$ cat src/rtl/ddr3_user_port_arbiter.sv
// Round-robin arbiter that lets two client ports share one ddr3_memory_controller
// user interface and routes read data back to whichever port issued the read.
module ddr3_user_port_arbiter #(
  parameter int ADDR_BITWIDTH    = 18,
  parameter int DQ_BITWIDTH      = 16,
  parameter int STATE_BITWIDTH   = 5,
  parameter int STATE_WRITE_DATA = 8,
  parameter int STATE_READ_DATA  = 11,
  parameter int READ_LATENCY     = 4,
  parameter int ACCEPT_TIMEOUT   = 1023
) (
  input  logic                      clk,
  input  logic                      reset,
  input  logic                      p0_req,
  input  logic                      p1_req,
  input  logic                      p0_we,
  input  logic                      p1_we,
  input  logic [ADDR_BITWIDTH-1:0]  p0_addr,
  input  logic [ADDR_BITWIDTH-1:0]  p1_addr,
  input  logic [DQ_BITWIDTH-1:0]    p0_wdata,
  input  logic [DQ_BITWIDTH-1:0]    p1_wdata,
  output logic                      p0_ack,
  output logic                      p1_ack,
  output logic                      p0_rvalid,
  output logic                      p1_rvalid,
  output logic [DQ_BITWIDTH-1:0]    rdata,
  input  logic [STATE_BITWIDTH-1:0] ctrl_main_state,
  output logic                      ctrl_write_enable,
  output logic                      ctrl_read_enable,
  output logic [ADDR_BITWIDTH-1:0]  ctrl_address,
  output logic [DQ_BITWIDTH-1:0]    ctrl_data_to_ram,
  input  logic [DQ_BITWIDTH-1:0]    ctrl_data_from_ram,
  output logic                      busy,
  output logic                      timeout_error
);

  localparam int CNT_W = $clog2(ACCEPT_TIMEOUT + 1);
  localparam logic [STATE_BITWIDTH-1:0] ST_WR = STATE_BITWIDTH'(STATE_WRITE_DATA);
  localparam logic [STATE_BITWIDTH-1:0] ST_RD = STATE_BITWIDTH'(STATE_READ_DATA);

  typedef enum logic [1:0] {S_IDLE, S_GRANT, S_DONE} state_t;

  state_t                   state_q, state_d;
  logic                     owner_q, owner_d;
  logic                     rr_q, rr_d;
  logic                     lwe_q, lwe_d;
  logic                     wen_q, wen_d;
  logic                     ren_q, ren_d;
  logic [ADDR_BITWIDTH-1:0] addr_q, addr_d;
  logic [DQ_BITWIDTH-1:0]   wdata_q, wdata_d;
  logic [CNT_W-1:0]         cnt_q, cnt_d;
  logic                     ack0_q, ack0_d;
  logic                     ack1_q, ack1_d;
  logic                     to_q, to_d;

  logic                     accept;
  logic                     timeout_hit;
  logic                     win;
  logic                     push_rd;
  logic [READ_LATENCY-1:0]  rd_vld_q;
  logic [READ_LATENCY-1:0]  rd_tag_q;
  logic [DQ_BITWIDTH-1:0]   rdata_q;
  logic                     rv0_q, rv1_q;

  assign accept      = (state_q == S_GRANT) &&
                       (lwe_q ? (ctrl_main_state == ST_WR) : (ctrl_main_state == ST_RD));
  assign timeout_hit = (state_q == S_GRANT) && !accept &&
                       (cnt_q == CNT_W'(ACCEPT_TIMEOUT - 1));
  // A lone requester always wins; contention goes to the round-robin favourite.
  assign win         = (p0_req && p1_req) ? rr_q : p1_req;
  assign push_rd     = accept && !lwe_q;

  always_comb begin
    state_d = state_q;
    owner_d = owner_q;
    rr_d    = rr_q;
    lwe_d   = lwe_q;
    wen_d   = wen_q;
    ren_d   = ren_q;
    addr_d  = addr_q;
    wdata_d = wdata_q;
    cnt_d   = cnt_q;
    ack0_d  = 1'b0;
    ack1_d  = 1'b0;
    to_d    = to_q;
    case (state_q)
      S_IDLE: begin
        if (p0_req || p1_req) begin
          owner_d = win;
          lwe_d   = win ? p1_we : p0_we;
          addr_d  = win ? p1_addr : p0_addr;
          wdata_d = win ? p1_wdata : p0_wdata;
          wen_d   = win ? p1_we : p0_we;
          ren_d   = win ? !p1_we : !p0_we;
          cnt_d   = '0;
          state_d = S_GRANT;
        end
      end
      S_GRANT: begin
        cnt_d = cnt_q + CNT_W'(1);
        if (accept) begin
          wen_d   = 1'b0;
          ren_d   = 1'b0;
          ack0_d  = !owner_q;
          ack1_d  = owner_q;
          rr_d    = !owner_q;
          state_d = S_DONE;
        end else if (timeout_hit) begin
          // The client keeps requesting, so it simply re-enters arbitration.
          wen_d   = 1'b0;
          ren_d   = 1'b0;
          to_d    = 1'b1;
          rr_d    = !owner_q;
          state_d = S_DONE;
        end
      end
      S_DONE:  state_d = S_IDLE;
      default: state_d = S_IDLE;
    endcase
  end

  always_ff @(posedge clk or posedge reset) begin
    if (reset) begin
      state_q <= S_IDLE;
      owner_q <= 1'b0;
      rr_q    <= 1'b0;
      lwe_q   <= 1'b0;
      wen_q   <= 1'b0;
      ren_q   <= 1'b0;
      addr_q  <= '0;
      wdata_q <= '0;
      cnt_q   <= '0;
      ack0_q  <= 1'b0;
      ack1_q  <= 1'b0;
      to_q    <= 1'b0;
    end else begin
      state_q <= state_d;
      owner_q <= owner_d;
      rr_q    <= rr_d;
      lwe_q   <= lwe_d;
      wen_q   <= wen_d;
      ren_q   <= ren_d;
      addr_q  <= addr_d;
      wdata_q <= wdata_d;
      cnt_q   <= cnt_d;
      ack0_q  <= ack0_d;
      ack1_q  <= ack1_d;
      to_q    <= to_d;
    end
  end

  // Read-return pipeline: valid bits are flushed by reset, owner tags need not be.
  always_ff @(posedge clk or posedge reset) begin
    if (reset) begin
      rd_vld_q <= '0;
      rdata_q  <= '0;
      rv0_q    <= 1'b0;
      rv1_q    <= 1'b0;
    end else begin
      rd_vld_q[0] <= push_rd;
      for (int i = 1; i < READ_LATENCY; i++) rd_vld_q[i] <= rd_vld_q[i-1];
      if (rd_vld_q[READ_LATENCY-1]) rdata_q <= ctrl_data_from_ram;
      rv0_q <= rd_vld_q[READ_LATENCY-1] && !rd_tag_q[READ_LATENCY-1];
      rv1_q <= rd_vld_q[READ_LATENCY-1] &&  rd_tag_q[READ_LATENCY-1];
    end
  end

  always_ff @(posedge clk) begin
    rd_tag_q[0] <= owner_q;
    for (int i = 1; i < READ_LATENCY; i++) rd_tag_q[i] <= rd_tag_q[i-1];
  end

  assign p0_ack            = ack0_q;
  assign p1_ack            = ack1_q;
  assign p0_rvalid         = rv0_q;
  assign p1_rvalid         = rv1_q;
  assign rdata             = rdata_q;
  assign ctrl_write_enable = wen_q;
  assign ctrl_read_enable  = ren_q;
  assign ctrl_address      = addr_q;
  assign ctrl_data_to_ram  = wdata_q;
  assign busy              = (state_q == S_GRANT);
  assign timeout_error     = to_q;

endmodule

$ cat config.mk
export PLATFORM = sky130hd
export DESIGN_NAME = ddr3_user_port_arbiter
export DESIGN_NICKNAME = d
export VERILOG_FILES = /design/src/rtl/ddr3_user_port_arbiter.sv
export SDC_FILE = /design/constraint.sdc
export NUM_CORES = 1
export LEC_CHECK = 0
export ABC_AREA = 0
export CAP_MARGIN = 20
export CORE_ASPECT_RATIO = 0.8
export CORE_MARGIN = 1
export CORE_UTILIZATION = 41
export DETAILED_ROUTE_END_ITERATION = 16
export PLACE_DENSITY_LB_ADDON = 0.25
export SKIP_LAST_GASP = 1
export SYNTH_ARGS = -nofsm -noshare
export SYNTH_HDL_FRONTEND = slang
export SYNTH_SLANG_ARGS = --single-unit
$ cat constraint.sdc
create_clock -name clk -period 3.1 [get_ports clk]
set_input_delay 0.465 -clock clk [delete_from_list [all_inputs] [get_ports clk]]
set_output_delay 0.465 -clock clk [all_outputs]
set_load 0.1 [all_outputs]
Word-level counts from Yosys, hierarchy flattened
Cells that the tools add are included.
{"block": "classes", "add_sub_neg": 1, "eq_ne": 6, "bitwise_logic": 1, "n_reduce_logical": 23, "muxes": 24}
{"op": "$pmux 10 s2", "n": 1}
{"op": "$mux 18", "n": 1}
{"op": "$mux 16", "n": 1}
{"op": "$mux 1", "n": 14}
{"op": "$add 10x1->10 const B", "n": 1}
{"op": "$eq 10x10->1 const B", "n": 1}
{"op": "$eq 5x4->1 const B", "n": 2}
{"op": "$mux 10", "n": 1}
{"op": "$reduce_and 2->1", "n": 4}
{"op": "$logic_and 1x1->1", "n": 7}
{"op": "$logic_not 1->1", "n": 6}
{"op": "$mux 2", "n": 3}
{"op": "$reduce_and 3->1", "n": 2}
{"op": "$pmux 1 s2", "n": 2}
{"op": "$pmux 2 s2", "n": 1}
{"op": "$reduce_bool 2->1", "n": 2}
{"op": "$ne 3x1->1 const B", "n": 1}
{"op": "$eq 2x1->1 const B", "n": 1}
{"op": "$logic_not 2->1", "n": 1}
{"op": "$ne 2x2->1 const B", "n": 1}
{"op": "$logic_or 1x1->1", "n": 1}
{"op": "$not 1->1", "n": 1}
{"block": "word_totals", "input_bits": 95, "wordCells": 72, "register_bits": 80}

Logic depth before layout (Yosys ltp)
{"block": "logic_depth", "depth_word": 9, "ltp_mapped": 6}

Least setup slack after synthesis
OpenSTA, ideal clock, no wires.
{"block": "synth_path", "kind": "register to register", "from": "reg state_q[1]", "to": "reg ren_q (netlist: ctrl_read_enable)", "arrival_ps": 1788, "path_stages_with_launch": 5, "path_buffers": 0, "path_slack_ps": 1189, "required_ps": 2977, "cell_sequence": "dfrtp_1 -> nand2b_1 -> clkinv_1 -> a31o_1 -> a22o_1"}
{"block": "synth_via", "elab_chain_len": 7, "word_cells_on_any_way": 12, "cone_classes": "eq/ne (3); mux (2); reduce/logical (7)"}
{"item": "start: declaration", "line": "43", "source": "state_t state_q, state_d;"}
{"item": "start signal: assignment", "line": "137", "source": "state_q <= state_d;"}
{"item": "$eq 2x1->1 (*)"}
{"item": "via busy", "line": "33", "source": "output logic busy,"}
{"item": "$logic_and 1x1->1", "line": "65", "source": "assign accept = (state_q == S_GRANT) &&"}
{"item": "$logic_not 1->1", "line": "67", "source": "assign timeout_hit = (state_q == S_GRANT) && !accept &&"}
{"item": "$logic_and 1x1->1 (2 in series)", "line": "67"}
{"item": "$ne 3x1->1 (no source line)"}
{"item": "$reduce_and 3->1 (no source line)"}
{"item": "end signal: assignment", "line": "142", "source": "ren_q <= ren_d;"}
{"item": "end: declaration", "line": "48", "source": "logic ren_q, ren_d;"}
The timed path passes the listed nets; every way through them passes the cells marked *.
A chain may end at the register's enable or synchronous reset.

Worst setup path in the final report
{"block": "layout_path", "from": "reg state_q[1]", "to": "out busy"}
{"block": "layout_via", "elab_chain_len": 1}
{"item": "$eq 2x1->1", "line": "182", "source": "assign busy = (state_q == S_GRANT);"}
{"item": "end: declaration", "line": "33"}
No other way between the ends.

==> key figures <==
Layout
  • Share of layout cells above drive strength 1: 0.227
  • Post-Layout Inst Area: approximately 5100 um^2
  • Fillers: about 650
  • Post-layout util: 0.639
  • Synthesis-to-layout area growth: 51.8%
  • Nets: 537
  • Diodes inserted: 0

GRT
  • Vias in the first global route: 2489
  • Gr usage total: 0.177
  • Global route overflow: 0
  • Largest net degree at the start of global routing: 77
  • First-pass GRT wire length: 11300 um
  • Initial antenna violation count: 0

Worst setup path
  • Nature of the critical path endpoint: output port
  • Reg2Reg Setup Slack: between 1 and 1.5 ns
  • Crit path from: state_q[1]
  • Worst path arrival time: 1.79 ns
  • CP max FO: 12
  • Startpoint types: flip-flop
  • Critical Path RT: between 2 and 3 ns
  • Buf+Inv Stages, Crit Path: 2
  • R2R Path Start: state_q[1]
  • CP cell instances: nand2b_1 -> clkinv_1 -> buf_4
  • Worst Reg-to-Reg Cells: 4
  • Worst reg2reg endpoint: cnt_q[9]
  • Slowest library cell on the worst path: nand2b_1
  • WS Path Type: flip-flop to output port
  • Slowest cell delay on critical path: a little over 0.4 ns
  • Top delay family on crit path: buffers and inverters

Synthesis
  • Syn_nets: 385
  • Top cells by area, synth: dfrtp_1 (57%), mux2i_1 (11%), o21ai_1 (5.6%)
  • Register bit total from synthesis: 80
  • Ys flop type: dfrtp_1
  • Cell Area, Synth: around 3300 um^2
  • Synth Area in XOR/XNOR: 0.00526
  • Top cell type's share of synthesized area: 0.571
  • Mapped Cells: between 200 and 300
  • Distinct cells, synth: between 40 and 50
  • Area leader, netlist: dfrtp_1
  • Asr flop ratio synth: 0.950
  • EDFF count, synth: 0
  • Avg Synthesized Cell Area: between 10 and 15 um^2
  • Largest family of logic cells by synthesized area: multiplexers
  • Multiplexer share of the synthesized area: 0.169
  • Post-synthesis compound-gate area fraction: 0.0984
  • Total number of yosys warnings: 0
  • Post-synthesis simple-gate area fraction: 0.0973
  • Post-synthesis adder-cell area fraction: 0.00751
  • Sequential share of the synthesized area: 0.595

Worst hold path
  • Hold WC Path Type: flip-flop to flip-flop
  • WHS Path Cells: 0
  • Min-Delay Startpoint: rd_tag_q[2]
  • Worst hold endpoint: rd_tag_q[3]

Timing
  • Worst Clk Skew: 0.0141 ns
  • Final period util: 0.727
  • Max Slew Vio Count: 0
  • RSZ-0062 raised after global routing: no
  • Worst Tran Pin Value: around 0.67 ns
  • Final setup violation count: 0
  • Fmax: about 440 MHz
  • Final setup TNS: 0 ns
  • Final Critical Period: 2.25 ns
  • Max_slew headroom: 0.548
  • Final-report hold violation count: 0

Place
  • Port Buf Inserts: 152
  • DP Area: 4850 um^2
  • Final Wtd Congestion: 0.732
  • Dpl hpwl: about 5700 um

Drt
  • WL final: 7560 um
  • Starting DRT DRC Count: 70
  • Via count: 2647
  • # DRC: 0
  • Vias/cell: around 4.8
  • Antenna viol nets, final: 0
  • Drt pass-1 iters: 4
  • Wire length per cell: between 10 and 15 um

Status
  • Outcome: finished clean

Clock tree
  • CTS Buf Count: 9
  • CTS tree: yes
  • Post-cts repair resize count: 0
  • Setup Buffers After CTS: 0
  • H-tree levels: 3
  • # hold bufs at CTS: 0
  • Clock transition at path regs: 0.08 ns
  • CTS Buffer Depth: 2
  • Worst-Skew Late Latency: 0.34 ns
  • CTS Root Cell: clkbuf_8
  • Clk sinks: 80

Flow run
  • Max-cap viol count: 0

Floorplanning
  • Die Wd: 103 um
  • Starting Density: 0.421
  • Row count: 29
  • # IOs: 153
  • Core area: roughly 7900 um^2
  • Die H: between 80 and 90 um
  • Die footprint: around 8500 um^2
## worst reg2reg max path, delay by kind of cell (launching register included)
family | cells | cell delay, ns
AND/OR/NAND/NOR | 3 | 1.11
flip-flops | 1 | 0.41
multiplexers | 1 | 0.19
## cell type report
type | instances | area [um^2] | area share
inverters | 7 | 26.3 | 0.00520
clock buffers | 10 | 138 | 0.0272
repair buffers | 156 | 1430 | 0.283
flip-flops and latches | 80 | 1980 | 0.392
multi-input cells | 186 | 1280 | 0.253
clock inverters | 6 | 66.3 | 0.0131
well taps | 108 | 135 | 0.0267
## logic make-up after synthesis
group	count (synthesis)
AND/OR/NAND/NOR	70
multiplexers	54
flip-flops	80
buffers and inverters	22
AO/OA/AOI/OAI	58
XOR/XNOR	2
adder cells (fa/ha/maj)	2
## flip-flops by register name (all words and copies together), names as in the netlist, 2 cells and up
signal and flops:
cnt_q 10, ctrl_address 18, ctrl_data_to_ram 16, rd_tag_q 4
rd_vld_q 4, rdata 16, state_q 2
## worst max-delay path by stage
stage	end	slack, ns	depth (start not counted)
floorplan	cnt_q[0]	0.70	1
global placement	ctrl_address[14]	0.83	6
detailed placement	ctrl_address[17]	0.78	6
CTS	busy	0.81	3
global route	busy	0.72	3
finish	busy	0.85	3
## synth_stat cells (2+ instances only)
cell type / n
nor4_1: 2
ha_1: 2
inv_1: 6
a31oi_1: 2
dfxtp_1: 4
and3_1: 2
nand2_1: 43
o31ai_1: 2
buf_2: 5
o21ai_1: 37
mux2i_1: 37
o211ai_1: 2
nor2_1: 9
mux2_2: 16
nand3_1: 3
clkbuf_1: 8
o21ai_0: 7
dfrtp_1: 76
nand4_1: 2
## layer usage
metal | track usage | routed length (um) | part of all wire
met2 | 0.299 | 3630 | 0.48
met3 | 0.0673 | 723 | 0.096
met5 | 0 | 0 | 0
met1 | 0.206 | 3140 | 0.42
met4 | 0.0676 | 71 | 0.0094
## cell usage in the layout, fill, tap and decap left out, drive strengths merged, types with 2 or more instances in the layout
cell type      count
clkdlybuf4s50     94
dfrtp             76
buf               62
nand2             44
o21ai             44
mux2i             37
mux2              17
clkbuf            10
nor2               9
inv                7
clkinv             5
dfxtp              4
nand3              3
nand4              3
o211ai             2
o31ai              2
a31oi              2
and3               2
nor4               2
ha                 2
## per-stage QoR
stage | std cells | hold slack [ns] | setup WS (ns)
4_1_cts | 553 | 0.331 | 0.806
2_1_floorplan | 288 | 0.310 | 0.697
3_5_place_dp | 537 | 0.312 | 0.777
3_3_place_gp | 537 | 0.312 | 0.835
5_1_grt | 553 | 0.337 | 0.716
6_report | 553 | 0.328 | 0.847
Power is left out: the tool's default activity adds up to more than one toggle a clock period on the data nets, which glitch-free logic cannot reach.
